==> src/rtl/pcie_h2d_buffer_scheduler_if.sv <==
// Signal bundle between the PCIe ingress/egress paths, the buffer consumer and the
// host-to-device buffer scheduler. The master modport is the scheduler side.
interface pcie_h2d_buffer_scheduler_if;
  logic        i_cmd_rst_stb;
  logic        i_cmd_wr_stb;
  logic [31:0] i_cmd_data_count;
  logic [31:0] i_buffer_size;
  logic [31:0] i_read_a_addr;
  logic [31:0] i_read_b_addr;
  logic        i_update_buf_stb;
  logic [1:0]  i_update_buf;
  logic        o_mrd_req;
  logic [31:0] o_mrd_addr;
  logic [9:0]  o_mrd_dword_cnt;
  logic        i_mrd_ack;
  logic        i_cmplt_dword_stb;
  logic        o_buf_valid;
  logic        o_buf_sel;
  logic [31:0] o_buf_dword_cnt;
  logic        i_buf_consumed_stb;
  logic        o_host_buf_done_stb;
  logic        o_host_buf_done_sel;
  logic        o_done_stb;
  logic        o_cfg_err;
  logic        o_timeout_err;
  logic        o_busy;
  logic [2:0]  o_state;

  modport master (
    input  i_cmd_rst_stb, i_cmd_wr_stb, i_cmd_data_count, i_buffer_size,
           i_read_a_addr, i_read_b_addr, i_update_buf_stb, i_update_buf,
           i_mrd_ack, i_cmplt_dword_stb, i_buf_consumed_stb,
    output o_mrd_req, o_mrd_addr, o_mrd_dword_cnt, o_buf_valid, o_buf_sel,
           o_buf_dword_cnt, o_host_buf_done_stb, o_host_buf_done_sel,
           o_done_stb, o_cfg_err, o_timeout_err, o_busy, o_state
  );

  modport slave (
    output i_cmd_rst_stb, i_cmd_wr_stb, i_cmd_data_count, i_buffer_size,
           i_read_a_addr, i_read_b_addr, i_update_buf_stb, i_update_buf,
           i_mrd_ack, i_cmplt_dword_stb, i_buf_consumed_stb,
    input  o_mrd_req, o_mrd_addr, o_mrd_dword_cnt, o_buf_valid, o_buf_sel,
           o_buf_dword_cnt, o_host_buf_done_stb, o_host_buf_done_sel,
           o_done_stb, o_cfg_err, o_timeout_err, o_busy, o_state
  );
endinterface

==> src/rtl/pcie_h2d_buffer_scheduler.sv <==
// Ping-pong host buffer scheduler: splits a transfer into memory-read requests per
// host buffer, counts completion dwords, presents each filled buffer and releases it.
module pcie_h2d_buffer_scheduler #(
  parameter int unsigned MAX_RD_DWORDS  = 128,
  parameter int unsigned TIMEOUT_CYCLES = 65535
) (
  input logic                          clk,
  input logic                          rst,
  pcie_h2d_buffer_scheduler_if.master  bus
);
  typedef enum logic [2:0] {
    IDLE       = 3'd0,
    WAIT_BUF   = 3'd1,
    REQ        = 3'd2,
    WAIT_CMPLT = 3'd3,
    PRESENT    = 3'd4
  } state_e;

  localparam logic [9:0]  MAX_LEN  = 10'(MAX_RD_DWORDS);
  localparam logic [15:0] TMO_LOAD = 16'(TIMEOUT_CYCLES);

  state_e      state_q, state_d;
  logic [1:0]  rdy_q, rdy_d, rdy_set, rdy_clr;
  logic        sel_q, sel_d;
  logic [31:0] remaining_q, remaining_d;
  logic [31:0] bsize_q, bsize_d;
  logic [31:0] chunk_q, chunk_d;
  logic [31:0] offset_q, offset_d;
  logic [31:0] chunk_left;
  logic [9:0]  req_len_q, req_len_d;
  logic [9:0]  rcv_q, rcv_d;
  logic [15:0] tmr_q, tmr_d;

  logic        mrd_req_q, mrd_req_d;
  logic [31:0] mrd_addr_q, mrd_addr_d;
  logic [9:0]  mrd_cnt_q, mrd_cnt_d;
  logic        buf_valid_q, buf_valid_d;
  logic        buf_sel_q, buf_sel_d;
  logic [31:0] buf_cnt_q, buf_cnt_d;
  logic        host_done_stb_q, host_done_stb_d;
  logic        host_done_sel_q, host_done_sel_d;
  logic        done_stb_q, done_stb_d;
  logic        cfg_err_q, cfg_err_d;
  logic        tmo_err_q, tmo_err_d;
  logic        busy_q, busy_d;

  always_comb begin
    // NOTE: every variable gets a default before the case so no path infers a latch.
    state_d         = state_q;
    rdy_d           = rdy_q;
    sel_d           = sel_q;
    remaining_d     = remaining_q;
    bsize_d         = bsize_q;
    chunk_d         = chunk_q;
    offset_d        = offset_q;
    req_len_d       = req_len_q;
    rcv_d           = rcv_q;
    tmr_d           = tmr_q;
    host_done_stb_d = 1'b0;
    host_done_sel_d = host_done_sel_q;
    done_stb_d      = 1'b0;
    cfg_err_d       = cfg_err_q;
    tmo_err_d       = tmo_err_q;
    rdy_set         = bus.i_update_buf_stb ? bus.i_update_buf : 2'b00;
    rdy_clr         = 2'b00;

    if (bus.i_cmd_rst_stb) begin
      state_d     = IDLE;
      rdy_d       = 2'b00;
      remaining_d = '0;
      cfg_err_d   = 1'b0;
      tmo_err_d   = 1'b0;
    end else begin
      case (state_q)
        IDLE: if (bus.i_cmd_wr_stb) begin
          if (bus.i_buffer_size == '0) begin
            cfg_err_d = 1'b1;
          end else if (bus.i_cmd_data_count == '0) begin
            done_stb_d = 1'b1;
          end else begin
            remaining_d = bus.i_cmd_data_count;
            bsize_d     = bus.i_buffer_size;
            sel_d       = 1'b0;
            state_d     = WAIT_BUF;
          end
        end
        WAIT_BUF: if (rdy_q[sel_q]) begin
          chunk_d  = (remaining_q < bsize_q) ? remaining_q : bsize_q;
          offset_d = '0;
          state_d  = REQ;
        end
        REQ: if (bus.i_mrd_ack) begin
          // The registered request length is exactly what egress accepted.
          req_len_d = mrd_cnt_q;
          rcv_d     = '0;
          tmr_d     = TMO_LOAD;
          state_d   = WAIT_CMPLT;
        end
        WAIT_CMPLT: begin
          if (bus.i_cmplt_dword_stb) begin
            rcv_d = rcv_q + 10'd1;
            tmr_d = TMO_LOAD;
            if (rcv_q + 10'd1 == req_len_q) begin
              offset_d = offset_q + 32'(req_len_q);
              state_d  = (offset_d == chunk_q) ? PRESENT : REQ;
            end
          end else if (tmr_q <= 16'd1) begin
            tmo_err_d = 1'b1;
            rdy_clr   = 2'b11;
            state_d   = IDLE;
          end else begin
            tmr_d = tmr_q - 16'd1;
          end
        end
        PRESENT: if (bus.i_buf_consumed_stb) begin
          rdy_clr[sel_q]  = 1'b1;
          host_done_stb_d = 1'b1;
          host_done_sel_d = sel_q;
          remaining_d     = remaining_q - chunk_q;
          sel_d           = ~sel_q;
          state_d         = (remaining_d == '0) ? IDLE : WAIT_BUF;
          done_stb_d      = (remaining_d == '0);
        end
        default: state_d = IDLE;
      endcase
      // A ready strobe landing on the bit being released keeps it set.
      rdy_d = (rdy_q & ~rdy_clr) | rdy_set;
    end

    chunk_left  = chunk_d - offset_d;
    mrd_req_d   = (state_d == REQ);
    mrd_addr_d  = mrd_req_d ? ((sel_d ? bus.i_read_b_addr : bus.i_read_a_addr) + (offset_d << 2)) : '0;
    mrd_cnt_d   = !mrd_req_d ? '0 : (chunk_left > 32'(MAX_LEN)) ? MAX_LEN : chunk_left[9:0];
    buf_valid_d = (state_d == PRESENT);
    buf_sel_d   = sel_d;
    buf_cnt_d   = buf_valid_d ? chunk_d : '0;
    busy_d      = (state_d != IDLE);
  end

  // NOTE: sequential state uses non-blocking assignments only.
  always_ff @(posedge clk or posedge rst) begin
    if (rst) begin
      state_q         <= IDLE;
      rdy_q           <= '0;
      sel_q           <= 1'b0;
      remaining_q     <= '0;
      bsize_q         <= '0;
      chunk_q         <= '0;
      offset_q        <= '0;
      req_len_q       <= '0;
      rcv_q           <= '0;
      tmr_q           <= '0;
      mrd_req_q       <= 1'b0;
      mrd_addr_q      <= '0;
      mrd_cnt_q       <= '0;
      buf_valid_q     <= 1'b0;
      buf_sel_q       <= 1'b0;
      buf_cnt_q       <= '0;
      host_done_stb_q <= 1'b0;
      host_done_sel_q <= 1'b0;
      done_stb_q      <= 1'b0;
      cfg_err_q       <= 1'b0;
      tmo_err_q       <= 1'b0;
      busy_q          <= 1'b0;
    end else begin
      state_q         <= state_d;
      rdy_q           <= rdy_d;
      sel_q           <= sel_d;
      remaining_q     <= remaining_d;
      bsize_q         <= bsize_d;
      chunk_q         <= chunk_d;
      offset_q        <= offset_d;
      req_len_q       <= req_len_d;
      rcv_q           <= rcv_d;
      tmr_q           <= tmr_d;
      mrd_req_q       <= mrd_req_d;
      mrd_addr_q      <= mrd_addr_d;
      mrd_cnt_q       <= mrd_cnt_d;
      buf_valid_q     <= buf_valid_d;
      buf_sel_q       <= buf_sel_d;
      buf_cnt_q       <= buf_cnt_d;
      host_done_stb_q <= host_done_stb_d;
      host_done_sel_q <= host_done_sel_d;
      done_stb_q      <= done_stb_d;
      cfg_err_q       <= cfg_err_d;
      tmo_err_q       <= tmo_err_d;
      busy_q          <= busy_d;
    end
  end

  assign bus.o_mrd_req           = mrd_req_q;
  assign bus.o_mrd_addr          = mrd_addr_q;
  assign bus.o_mrd_dword_cnt     = mrd_cnt_q;
  assign bus.o_buf_valid         = buf_valid_q;
  assign bus.o_buf_sel           = buf_sel_q;
  assign bus.o_buf_dword_cnt     = buf_cnt_q;
  assign bus.o_host_buf_done_stb = host_done_stb_q;
  assign bus.o_host_buf_done_sel = host_done_sel_q;
  assign bus.o_done_stb          = done_stb_q;
  assign bus.o_cfg_err           = cfg_err_q;
  assign bus.o_timeout_err       = tmo_err_q;
  assign bus.o_busy              = busy_q;
  assign bus.o_state             = state_q;
endmodule

==> src/flat_wrapper.sv <==
// flat-port wrapper written by rule: the top's interface ports become plain ports
module pcie_h2d_buffer_scheduler_flat 
#(
  parameter int unsigned MAX_RD_DWORDS  = 128,
  parameter int unsigned TIMEOUT_CYCLES = 65535
)
  (clk, rst, bus_i_cmd_rst_stb, bus_i_cmd_wr_stb, bus_i_cmd_data_count, bus_i_buffer_size, bus_i_read_a_addr, bus_i_read_b_addr, bus_i_update_buf_stb, bus_i_update_buf, bus_i_mrd_ack, bus_i_cmplt_dword_stb, bus_i_buf_consumed_stb, bus_o_mrd_req, bus_o_mrd_addr, bus_o_mrd_dword_cnt, bus_o_buf_valid, bus_o_buf_sel, bus_o_buf_dword_cnt, bus_o_host_buf_done_stb, bus_o_host_buf_done_sel, bus_o_done_stb, bus_o_cfg_err, bus_o_timeout_err, bus_o_busy, bus_o_state);
  pcie_h2d_buffer_scheduler_if bus_i ();
  input logic clk;
  input logic rst;
  input wire logic [$bits(bus_i.i_cmd_rst_stb)-1:0] bus_i_cmd_rst_stb;
  input wire logic [$bits(bus_i.i_cmd_wr_stb)-1:0] bus_i_cmd_wr_stb;
  input wire logic [$bits(bus_i.i_cmd_data_count)-1:0] bus_i_cmd_data_count;
  input wire logic [$bits(bus_i.i_buffer_size)-1:0] bus_i_buffer_size;
  input wire logic [$bits(bus_i.i_read_a_addr)-1:0] bus_i_read_a_addr;
  input wire logic [$bits(bus_i.i_read_b_addr)-1:0] bus_i_read_b_addr;
  input wire logic [$bits(bus_i.i_update_buf_stb)-1:0] bus_i_update_buf_stb;
  input wire logic [$bits(bus_i.i_update_buf)-1:0] bus_i_update_buf;
  input wire logic [$bits(bus_i.i_mrd_ack)-1:0] bus_i_mrd_ack;
  input wire logic [$bits(bus_i.i_cmplt_dword_stb)-1:0] bus_i_cmplt_dword_stb;
  input wire logic [$bits(bus_i.i_buf_consumed_stb)-1:0] bus_i_buf_consumed_stb;
  output wire logic [$bits(bus_i.o_mrd_req)-1:0] bus_o_mrd_req;
  output wire logic [$bits(bus_i.o_mrd_addr)-1:0] bus_o_mrd_addr;
  output wire logic [$bits(bus_i.o_mrd_dword_cnt)-1:0] bus_o_mrd_dword_cnt;
  output wire logic [$bits(bus_i.o_buf_valid)-1:0] bus_o_buf_valid;
  output wire logic [$bits(bus_i.o_buf_sel)-1:0] bus_o_buf_sel;
  output wire logic [$bits(bus_i.o_buf_dword_cnt)-1:0] bus_o_buf_dword_cnt;
  output wire logic [$bits(bus_i.o_host_buf_done_stb)-1:0] bus_o_host_buf_done_stb;
  output wire logic [$bits(bus_i.o_host_buf_done_sel)-1:0] bus_o_host_buf_done_sel;
  output wire logic [$bits(bus_i.o_done_stb)-1:0] bus_o_done_stb;
  output wire logic [$bits(bus_i.o_cfg_err)-1:0] bus_o_cfg_err;
  output wire logic [$bits(bus_i.o_timeout_err)-1:0] bus_o_timeout_err;
  output wire logic [$bits(bus_i.o_busy)-1:0] bus_o_busy;
  output wire logic [$bits(bus_i.o_state)-1:0] bus_o_state;
  assign bus_i.i_cmd_rst_stb = bus_i_cmd_rst_stb;
  assign bus_i.i_cmd_wr_stb = bus_i_cmd_wr_stb;
  assign bus_i.i_cmd_data_count = bus_i_cmd_data_count;
  assign bus_i.i_buffer_size = bus_i_buffer_size;
  assign bus_i.i_read_a_addr = bus_i_read_a_addr;
  assign bus_i.i_read_b_addr = bus_i_read_b_addr;
  assign bus_i.i_update_buf_stb = bus_i_update_buf_stb;
  assign bus_i.i_update_buf = bus_i_update_buf;
  assign bus_i.i_mrd_ack = bus_i_mrd_ack;
  assign bus_i.i_cmplt_dword_stb = bus_i_cmplt_dword_stb;
  assign bus_i.i_buf_consumed_stb = bus_i_buf_consumed_stb;
  assign bus_o_mrd_req = bus_i.o_mrd_req;
  assign bus_o_mrd_addr = bus_i.o_mrd_addr;
  assign bus_o_mrd_dword_cnt = bus_i.o_mrd_dword_cnt;
  assign bus_o_buf_valid = bus_i.o_buf_valid;
  assign bus_o_buf_sel = bus_i.o_buf_sel;
  assign bus_o_buf_dword_cnt = bus_i.o_buf_dword_cnt;
  assign bus_o_host_buf_done_stb = bus_i.o_host_buf_done_stb;
  assign bus_o_host_buf_done_sel = bus_i.o_host_buf_done_sel;
  assign bus_o_done_stb = bus_i.o_done_stb;
  assign bus_o_cfg_err = bus_i.o_cfg_err;
  assign bus_o_timeout_err = bus_i.o_timeout_err;
  assign bus_o_busy = bus_i.o_busy;
  assign bus_o_state = bus_i.o_state;
  pcie_h2d_buffer_scheduler #(.MAX_RD_DWORDS(MAX_RD_DWORDS), .TIMEOUT_CYCLES(TIMEOUT_CYCLES)) u_core (.clk(clk), .rst(rst), .bus(bus_i));
endmodule
==> config.mk <==
export PLATFORM = sky130hd
export DESIGN_NAME = pcie_h2d_buffer_scheduler_flat
export DESIGN_NICKNAME = d
export VERILOG_FILES = /design/src/rtl/pcie_h2d_buffer_scheduler_if.sv /design/src/rtl/pcie_h2d_buffer_scheduler.sv /design/src/flat_wrapper.sv
export SDC_FILE = /design/constraint.sdc
export NUM_CORES = 1
export LEC_CHECK = 0
export ABC_AREA = 1
export CORE_MARGIN = 10
export CORE_UTILIZATION = 58
export CTS_CLUSTER_DIAMETER = 200
export CTS_CLUSTER_SIZE = 12
export DETAILED_ROUTE_END_ITERATION = 7
export PLACE_DENSITY_LB_ADDON = 0.2
export SLEW_MARGIN = 25
export SYNTH_ARGS = -nofsm -noshare
export SYNTH_HDL_FRONTEND = slang
export SYNTH_SLANG_ARGS = --single-unit
export TNS_END_PERCENT = 1
==> constraint.sdc <==
create_clock -name clk -period 10.7 [get_ports clk]
set_input_delay 2.14 -clock clk [delete_from_list [all_inputs] [get_ports clk]]
set_output_delay 2.14 -clock clk [all_outputs]
set_load 0.02 [all_outputs]
==> impl_metrics.csv, run 1 <==
group,metric,value,unit
worst_hold_path,hp-start,"u_core.tmr_q[15]",
die,dieWidth,202,microns
power_and_ir_drop,switching_share,52.4,%
power_and_ir_drop,clkPwrFrac,13.4,%
synth,synth_flop_cell,"dfrtp_1",
sta,hold_viol_final,0,
cts,post_cts_buffers,0,
global_route,grt_overflow,0,
die,start_util,59.0,%
run,maxCapViolCount,0,
worst_setup_path,r2r_end,"u_core.bus.o_mrd_dword_cnt[6]",
worst_setup_path,crit_required,11.07,ns
sta,finalMaxSlewViolations,0,
synth,ys_top_cells_by_area,"dfrtp_1 (33%), nand2_1 (14%), ha_1 (8.3%)",
die,core,32700,sq um
sta,setup_viol,0,
cts,cts_hold_buf,0,
power_and_ir_drop,p_switching,0.00299,W
die,rows,66,
status,status,"complete, no violations",
worst_hold_path,hold_class,"flop to flop",
worst_setup_path,path_class,"input pin to flop",
placement,io_buffer_count,223,
cts,cts_made_buffers,24,
worst_setup_path,crit_top_cell,"nand2_1",
final_layout,drive_gt1_share,3.40,%
final_layout,syn_to_final_growth,17.2,%
final_layout,diodes,0,
placement,dp.cells,3449,
drt,drc_errors,0,
sta,clock_skew,0.0424,ns
synth,yosysSeqAreaShare,32.7,%
drt,num_vias,20500,
sta,fin_hold_ws,0.510,ns
synth,synth_top_cell_by_area,"dfrtp_1",
worst_setup_path,cpMaxStageDelayCell,"inv_1",
synth,ys_async_sr_fraction,100,%
global_route,grt_pass1_wl,106000,microns
sta,period_needed,7.22,ns
sta,fin_setup_tns,0,ns
worst_setup_path,critical_path_arrival,7.59,ns
sta,rsz0062_at_grt,"false",
final_layout,fill_cells,2807,
global_route,antenna_found_initial,0,
final_layout,layout_common_cells,"nand2_1 (701), inv_1 (399), nor2_1 (328)",
final_layout,multi_input_area,11200,sq um
die,dieArea,41000,sq um
synth,synth_adder_area_share,8.71,%
drt,avgRoutedWirePerCell,19.4,microns
drt,dr.max_layer_used,"met4",
worst_setup_path,r2r-start,"u_core.rcv_q[0]",
worst_setup_path,r2r.worst_path.cells,34,
drt,dr.pass1.iters,5,
synth,synth-xor-area-share,4.35,%
synth,postSynthAreaPerCell,6.83,sq um
synth,synth-edff-count,0,
cts,clk_latency,0.56,ns
power_and_ir_drop,seq_power_share,23.2,%
global_route,grt_pass1_vias,19800,
final_layout,mostFrequentLayoutCell,"nand2_1",
sta,worstMarginPinSlew,0.962,ns
global_route,grt_max_degree,100,
drt,vias_per_cell,5.89,
drt,postRouteAntennaNets,0,
synth,synth_top_area_share,32.7,%
drt,wl_met1,27700,microns
final_layout,register_area,6310,sq um
final_layout,final_cells,3474,
placement,dpl.hpwl,53900,microns
synth,synth-simple-area-share,29.2,%
power_and_ir_drop,power.leakage,11.2,nW
worst_setup_path,crit_path_max_incr_delay,0.70,ns
power_and_ir_drop,p_int,0.00272,W
worst_hold_path,holdPathStages,2,
drt,routed_wl,67500,microns
synth,synthMuxAreaShare,0.175,%
drt,wl_met2,31100,microns
placement,place.gp.congestion,1.03,
synth,synth_compound_area_share,15.8,%
synth,yosysUniqueCellTypes,57,
drt,wl_met3,6100,microns
die,ios,224,
die,dieHeight,202,microns
worst_setup_path,critPathLaunchType,"input pin",
synth,syn-instance-count,2825,
power_and_ir_drop,vdd_drop_max,171,uV
cts,cts_resized,0,
sta,max_freq,139,MHz
drt,drtIter0Drc,2211,
cts,tritoncts,"yes",
sta,min_period_over_period,67.4,%
cts,root_buffer,"clkbuf_16",
sta,max_slew_margin,35.8,%
global_route,grt_usage,31.8,%
worst_hold_path,min_to,"u_core.tmr_q[15]",
worst_setup_path,end_kind,"flop",
cts,cts.htree.levels,1,
synth,synth_area,19300,sq um
synth,synth_top_family_by_area,"simple AND/OR/NAND/NOR gates",
synth,yosys_register_bits,252,
synth,yosysWarnings,0,
cts,cts.clk_slew.worst_paths,0.06,ns
worst_setup_path,cp_max_fo,34,
cts,clock_path_buffers,3,
power_and_ir_drop,p_comb_share,63.4,%
cts,numClockSinks,252,
worst_setup_path,rrSetupSlack,4.66,ns
final_layout,nets,3303,
power_and_ir_drop,p_per_area,252,nW/um^2
==> cell families (layout without fill, tap and decap cells) <==
kind of cell    count (synthesis)  in the layout
simple gates                 1333           1333
compound gates                543            543
buf+inv                       466            672
flops                         252            252
fa+ha+maj                     132            132
xor+xnor                       95             95
mux                             3              3
other cells                     1              2
==> worst max path at each step <==
stage,from,end,slack [ns],cells after the start
floorplan,rst,u_core.bsize_q[0],1.63,1
global placement,bus_i_buffer_size[1],u_core.bus.o_mrd_addr[22],3.20,29
detailed placement,bus_i_buffer_size[25],u_core.bus.o_mrd_addr[22],2.96,29
CTS,bus_i_buffer_size[25],u_core.bus.o_mrd_addr[22],3.51,29
global route,bus_i_buffer_size[25],u_core.bus.o_mrd_addr[26],3.16,31
finish,bus_i_buffer_size[25],u_core.bus.o_mrd_addr[22],3.48,29
==> metal layers <==
metal | vias up | GRT usage [%]
met2 | 1084 | 52.2
met4 | 0 | 11.4
met3 | 165 | 5.57
met1 | 9583 | 41.2
li1 | 9634 | -
met5 | - | 0
==> stage by stage <==
stage	worst slack, ns	total power (W)	util, %	area (sq um)
after floorplan	1.63	0.00386	-	19300
after global placement	3.20	0.00477	67.3	22000
after detailed placement	2.96	0.00484	67.3	22000
after CTS	3.51	0.00562	69.2	22600
after global routing	3.16	0.00617	69.2	22600
final	3.48	0.00571	69.2	22600
==> layout make-up <==
cell class	instances	area share [%]
multi-input cells	2108	49.7
flip-flops and latches	252	27.9
repair buffers	240	10.4
inverters	407	6.79
clock buffers	24	2.65
well taps	442	2.44
clock inverters	1	0.0719
==> cells in the mapped netlist (5+ instances only) <==
cell type	count
nand3b_1	12
nand2_1	701
nor2_2	8
nand3_1	140
dfrtp_1	252
o211ai_1	19
a22oi_1	15
o31ai_1	5
a21oi_1	170
o2111ai_1	6
a31oi_1	5
o21ai_0	233
o21bai_1	8
ha_1	128
inv_1	400
o21a_1	22
nor4_1	24
xor2_1	62
nand2_2	20
nand3_2	6
nor2_1	329
a32o_1	6
buf_1	5
xnor2_1	32
o22ai_1	31
nor3_1	33
or2_2	6
clkbuf_1	50
nand4_1	41
==> registers in the layout, summed over array words and instances (netlist names) <==
signal                          flops
u_core.bus.o_done_stb               1
u_core.offset_q                    32
u_core.rcv_q                       10
u_core.rdy_q                        2
u_core.bus.o_cfg_err                1
u_core.req_len_q                   10
u_core.bus.o_buf_dword_cnt         32
u_core.bus.o_state                  3
u_core.bsize_q                     32
u_core.tmr_q                       16
u_core.bus.o_busy                   1
u_core.bus.o_mrd_addr              32
u_core.bus.o_buf_valid              1
u_core.bus.o_host_buf_done_sel      1
u_core.chunk_q                     32
u_core.remaining_q                 32
u_core.bus.o_mrd_dword_cnt         10
u_core.sel_q                        1
u_core.bus.o_timeout_err            1
u_core.bus.o_host_buf_done_stb      1
u_core.bus.o_mrd_req                1
==> worst max-delay path, delay by kind of cell <==
kind                     cells  cell delay, ns
adder cells (fa/ha/maj)      2            0.56
XOR/XNOR                     1            0.14
AO/OA/AOI/OAI                4            0.90
buffers and inverters        7            1.66
AND/OR/NAND/NOR             15            2.13
==> power groups by stage <==
| stage | logic [W] | clock network, W | registers [W] |
|---|---|---|---|
| 2_1_floorplan | 0.00258 | 0 | 0.00128 |
| 3_3_place_gp | 0.00345 | 0 | 0.00132 |
| 3_5_place_dp | 0.00351 | 0 | 0.00133 |
| 4_1_cts | 0.00354 | 0.000769 | 0.00132 |
| 5_1_grt | 0.00403 | 0.000802 | 0.00134 |
| 6_report | 0.00362 | 0.000763 | 0.00133 |
Note: power is estimated with default switching activity, not from simulation.
==> run 2: changes to the inputs <==
Settings changed: CORE_UTILIZATION 58 to 52.
Clock period 10.7 ns to 6.5 ns, I/O delays scaled along.
==> impl_metrics.csv, run 2 (synthesis results as in run 1) <==
group,metric,value,unit
status,status,"complete, no violations",
die,dieArea,45200,sq um
drt,wl_met3,4750,microns
final_layout,diodes,0,
final_layout,nets,3323,
cts,cts.clk_slew.worst_paths,0.06,ns
drt,postRouteAntennaNets,0,
die,rows,70,
die,dieWidth,213,microns
power_and_ir_drop,power.total,0.00933,W
worst_hold_path,hold_class,"flop to flop",
die,dieHeight,213,microns
final_layout,layout_common_cells,"nand2_1 (701), inv_1 (399), nor2_1 (328)",
sta,max_freq,174,MHz
sta,rsz0062_at_grt,"false",
worst_setup_path,critical_path_arrival,6.22,ns
sta,min_period_over_period,88.3,%
global_route,grt_pass1_wl,104000,microns
drt,routed_wl,67000,microns
sta,period_needed,5.74,ns
power_and_ir_drop,p_per_area,409,nW/um^2
drt,num_vias,19800,
die,ios,224,
cts,clock_path_buffers,3,
final_layout,final_cells,3520,
final_layout,mostFrequentLayoutCell,"nand2_1",
final_layout,fin_area,22800,sq um
final_layout,fill_cells,3401,
cts,cts.htree.levels,1,
cts,clk_latency,0.56,ns
sta,clock_skew,0.0284,ns
sta,setup_viol,0,
placement,pre_cts_ws,0.335,ns
final_layout,syn_to_final_growth,18.2,%
final_layout,drive_gt1_share,4.03,%
drt,wl_met2,31900,microns
placement,place.gp.congestion,0.978,
cts,root_buffer,"clkbuf_16",
sta,fin_setup_tns,0,ns
sta,hold_viol_final,0,
cts,cts_hold_buf,0,
worst_setup_path,cp_max_fo,44,
placement,post_dp_cell_area,22200,sq um
cts,cts_resized,0,
placement,io_buffer_count,223,
placement,dpl.hpwl,54600,microns
worst_setup_path,path_class,"flop to flop",
drt,drc_errors,0,
placement,dp.cells,3495,
worst_setup_path,end_kind,"flop",
sta,finalMaxSlewViolations,0,
drt,drtIter0Drc,1759,
worst_setup_path,crit_top_cell,"nand2_1",
worst_setup_path,cpMaxStageDelayCell,"dfrtp_1",
power_and_ir_drop,power.leakage,11.3,nW
global_route,grt_max_degree,140,
drt,vias_per_cell,5.62,
global_route,grt_usage,29.1,%
sta,worstMarginPinSlew,1.00,ns
die,core,36600,sq um
cts,post_cts_buffers,0,
drt,dr.max_layer_used,"met4",
worst_setup_path,critPathLaunchType,"flop",
power_and_ir_drop,vdd_drop_max,196,uV
drt,avgRoutedWirePerCell,19.0,microns
die,start_util,52.7,%
drt,wl_met1,28500,microns
sta,max_slew_margin,33.2,%
global_route,grt_overflow,0,
global_route,grt_pass1_vias,19200,
cts,cts_made_buffers,24,
global_route,antenna_found_initial,0,
worst_setup_path,crit_required,6.98,ns
worst_setup_path,crit_path_max_incr_delay,0.43,ns
drt,dr.pass1.iters,5,
cts,numClockSinks,252,
sta,finalWorstSetupSlack,0.759,ns
run,maxCapViolCount,0,
cts,tritoncts,"yes",
==> run 2: worst paths after layout <==
path	startpoint	end	cells after the start	slack, ns
hold / removal	u_core.tmr_q[14]	u_core.tmr_q[14]	1	0.52
setup / recovery	u_core.remaining_q[31]	u_core.bus.o_mrd_dword_cnt[3]	32	0.76
min in group asynchronous	rst	u_core.rcv_q[7]	2	1.04
setup reg to reg	u_core.remaining_q[31]	u_core.bus.o_mrd_dword_cnt[3]	32	0.76
hold reg to reg	u_core.tmr_q[14]	u_core.tmr_q[14]	1	0.52
max in group asynchronous	rst	u_core.remaining_q[3]	3	4.27
==> run 2: routing by layer <==
metal / global-route usage [%] / up-vias
met4: 8.30 / 0
met1: 37.5 / 9222
met2: 49.9 / 763
met5: 0 / -
met3: 3.89 / 105
li1: - / 9686
==> run 2: final cells by class <==
type                       count  area [sq um]  share of cell area [%]
sequential                   252          6310                    27.6
clock inverter                 1          16.3                  0.0713
multi-input combinational   2108         11200                    49.3
timing repair buffer         260          2520                    11.1
inverter                     407          1530                    6.71
tap                          468           586                    2.57
clock buffer                  24           601                    2.63
==> run 2: metrics by stage <==
stage          utilization, %  hold slack [ns]
2_1_floorplan               -            0.474
3_3_place_gp             60.6            0.487
3_5_place_dp             60.6            0.505
4_1_cts                  62.3            0.517
5_1_grt                  62.3            0.536
6_report                 62.3            0.516
==> run 2: critical path, delay by kind of cell (launching register included) <==
kind | cells | cell delay [ns]
and+or+nand+nor | 21 | 3.07
DFF | 1 | 0.43
buffers and inverters | 4 | 0.68
AOI/OAI and AO/OA | 4 | 0.58
adders and majority gates | 3 | 0.91
==> run 2: power by group <==
| part | internal, W | switching [W] |
|---|---|---|
| registers | 0.00188 | 0.000297 |
| logic | 0.00196 | 0.00393 |
| clock network | 0.000651 | 0.000613 |
| total | 0.00449 | 0.00484 |
==> run 3: changes to the inputs <==
Settings changed: SETUP_SLACK_MARGIN set to 0.5.
==> impl_metrics.csv, run 3 (synthesis results as in run 1) <==
group,metric,value,unit
worst_setup_path,r2r_end,"u_core.bus.o_mrd_addr[5]",
final_layout,layout_common_cells,"nand2_1 (700), inv_1 (399), nor2_1 (327)",
cts,tritoncts,"yes",
worst_setup_path,critPathTopFamily,"compound AO/OA/AOI/OAI gates",
power_and_ir_drop,p_comb_share,63.2,%
cts,cts.htree.levels,1,
sta,worstMarginPinSlew,1.02,ns
placement,dpl.hpwl,54600,microns
power_and_ir_drop,seq_power_share,23.3,%
cts,cts.clk_slew.worst_paths,0.06,ns
global_route,grt_overflow,0,
drt,postRouteAntennaNets,0,
cts,clk_latency,0.56,ns
worst_setup_path,crit_required,6.95,ns
drt,vias_per_cell,5.61,
cts,clock_path_buffers,3,
drt,num_vias,19700,
sta,min_period_over_period,87.8,%
worst_setup_path,path_class,"flop to flop",
worst_setup_path,critical_path_arrival,6.15,ns
global_route,grt_max_degree,140,
global_route,grt_pass1_vias,19200,
final_layout,nets,3324,
die,dieWidth,213,microns
sta,setup_viol,0,
sta,rsz0062_at_grt,"true",
die,ios,224,
worst_setup_path,cp_max_fo,25,
sta,hold_viol_final,0,
worst_hold_path,holdPathStages,1,
drt,drc_errors,0,
power_and_ir_drop,p_per_area,409,nW/um^2
worst_setup_path,r2r-start,"u_core.remaining_q[0]",
global_route,grt_pass1_wl,104000,microns
drt,dr.pass1.iters,6,
sta,clock_skew,0.0244,ns
sta,fin_setup_tns,0,ns
cts,numClockSinks,252,
sta,finalWorstSetupSlack,0.794,ns
die,dieHeight,213,microns
power_and_ir_drop,power.leakage,11.3,nW
power_and_ir_drop,switching_share,51.9,%
final_layout,fill_cells,3397,
worst_setup_path,rrSetupSlack,0.79,ns
worst_hold_path,hp-start,"u_core.tmr_q[14]",
power_and_ir_drop,p_switching,0.00485,W
cts,root_buffer,"clkbuf_16",
worst_setup_path,crit_path_max_incr_delay,0.55,ns
drt,routed_wl,66900,microns
final_layout,drive_gt1_share,4.19,%
die,core,36600,sq um
cts,cts_hold_buf,0,
worst_hold_path,hold_class,"flop to flop",
power_and_ir_drop,p_int,0.00449,W
run,maxCapViolCount,0,
sta,max_slew_margin,31.9,%
placement,pre_cts_ws,0.335,ns
final_layout,diodes,0,
worst_setup_path,critPathLaunchType,"flop",
sta,fin_hold_ws,0.514,ns
cts,cts_made_buffers,24,
placement,place.gp.congestion,0.978,
worst_setup_path,end_kind,"flop",
sta,finalMaxSlewViolations,0,
die,start_util,52.7,%
worst_setup_path,cp.buffers_inverters,2,
drt,avgRoutedWirePerCell,19.0,microns
final_layout,mostFrequentLayoutCell,"nand2_1",
final_layout,syn_to_final_growth,18.4,%
global_route,grt_usage,29.1,%
placement,io_buffer_count,223,
worst_setup_path,crit_chain,"inv_1 > ha_1 > fa_1 > o21ai_0 > nand2_1 > nand2_1 > a21boi_0 > o21ai_0 > a21oi_1 > o21bai_1 > a21oi_1 > o21ai_0 > xnor2_1 > nand3b_1 > nor2_1 > nand4_1 > nand3_1 > nand2_1 > nor2_1 > inv_1 > nor3_1",
drt,drtIter0Drc,1726,
status,status,"complete, no violations",
worst_setup_path,cpMaxStageDelayCell,"inv_1",
die,dieArea,45200,sq um
power_and_ir_drop,clkPwrFrac,13.5,%
sta,max_freq,175,MHz
worst_hold_path,min_to,"u_core.tmr_q[14]",
worst_setup_path,r2r.worst_path.cells,21,
sta,period_needed,5.71,ns
power_and_ir_drop,vdd_drop_max,195,uV
die,rows,70,
global_route,antenna_found_initial,0,
-- run 3: worst max path at each step --
stage | start | to | slack, ns | depth (start not counted)
finish | u_core.remaining_q[0] | u_core.bus.o_mrd_addr[5] | 0.79 | 21
global route | u_core.remaining_q[31] | u_core.bus.o_mrd_dword_cnt[2] | 0.45 | 32
CTS | u_core.req_len_q[0] | u_core.bus.o_mrd_dword_cnt[7] | 0.82 | 32
detailed placement | bus_i_cmd_data_count[1] | u_core.bus.o_mrd_addr[25] | 0.33 | 30
global placement | bus_i_cmd_data_count[1] | u_core.bus.o_mrd_addr[22] | 0.39 | 28
floorplan | bus_i_buffer_size[25] | u_core.bus.o_mrd_addr[22] | 1.61 | 28
-- run 3: power by group through the flow --
stage                     Clock, W  Combinational (W)  Sequential (W)
after floorplan                  0            0.00425         0.00211
after global placement           0            0.00571         0.00218
after detailed placement         0            0.00579         0.00219
after CTS                  0.00128            0.00582         0.00217
after global routing       0.00133            0.00662         0.00221
final                      0.00126            0.00590         0.00218
-- run 3: metrics by stage --
step	power [W]	util (%)	cells	area, sq um
floorplan	0.00636	-	2826	19300
global route	0.0102	62.4	3521	22800
CTS	0.00927	62.3	3520	22800
finish	0.00934	62.4	3521	22800
global placement	0.00789	60.6	3495	22200
detailed placement	0.00798	60.6	3495	22200
-- run 3: final cells by class --
cell class	count	area, sq um	area share, %
timing repair buffer	261	2540	11.1
clock buffer	24	601	2.63
inverter	407	1530	6.70
clock inverter	1	16.3	0.0712
sequential	252	6310	27.6
tap	468	586	2.56
multi-input combinational	2108	11300	49.3
-- run 3: per-layer routing --
layer	share of wire (%)	track usage (%)	routed length, microns
met3	7.3	3.89	4860
met4	2.8	8.30	1880
met1	42	37.5	28400
met2	47	49.9	31700
met5	0	0	0
-- run 3: what timing repair did --
| action | 4_1_cts | 5_1_grt |
|---|---|---|
| endpoints found under the setup margin | 0 | 17 |
| buffers inserted | 0 | 1 |
| gates resized for setup | 0 | 6 |
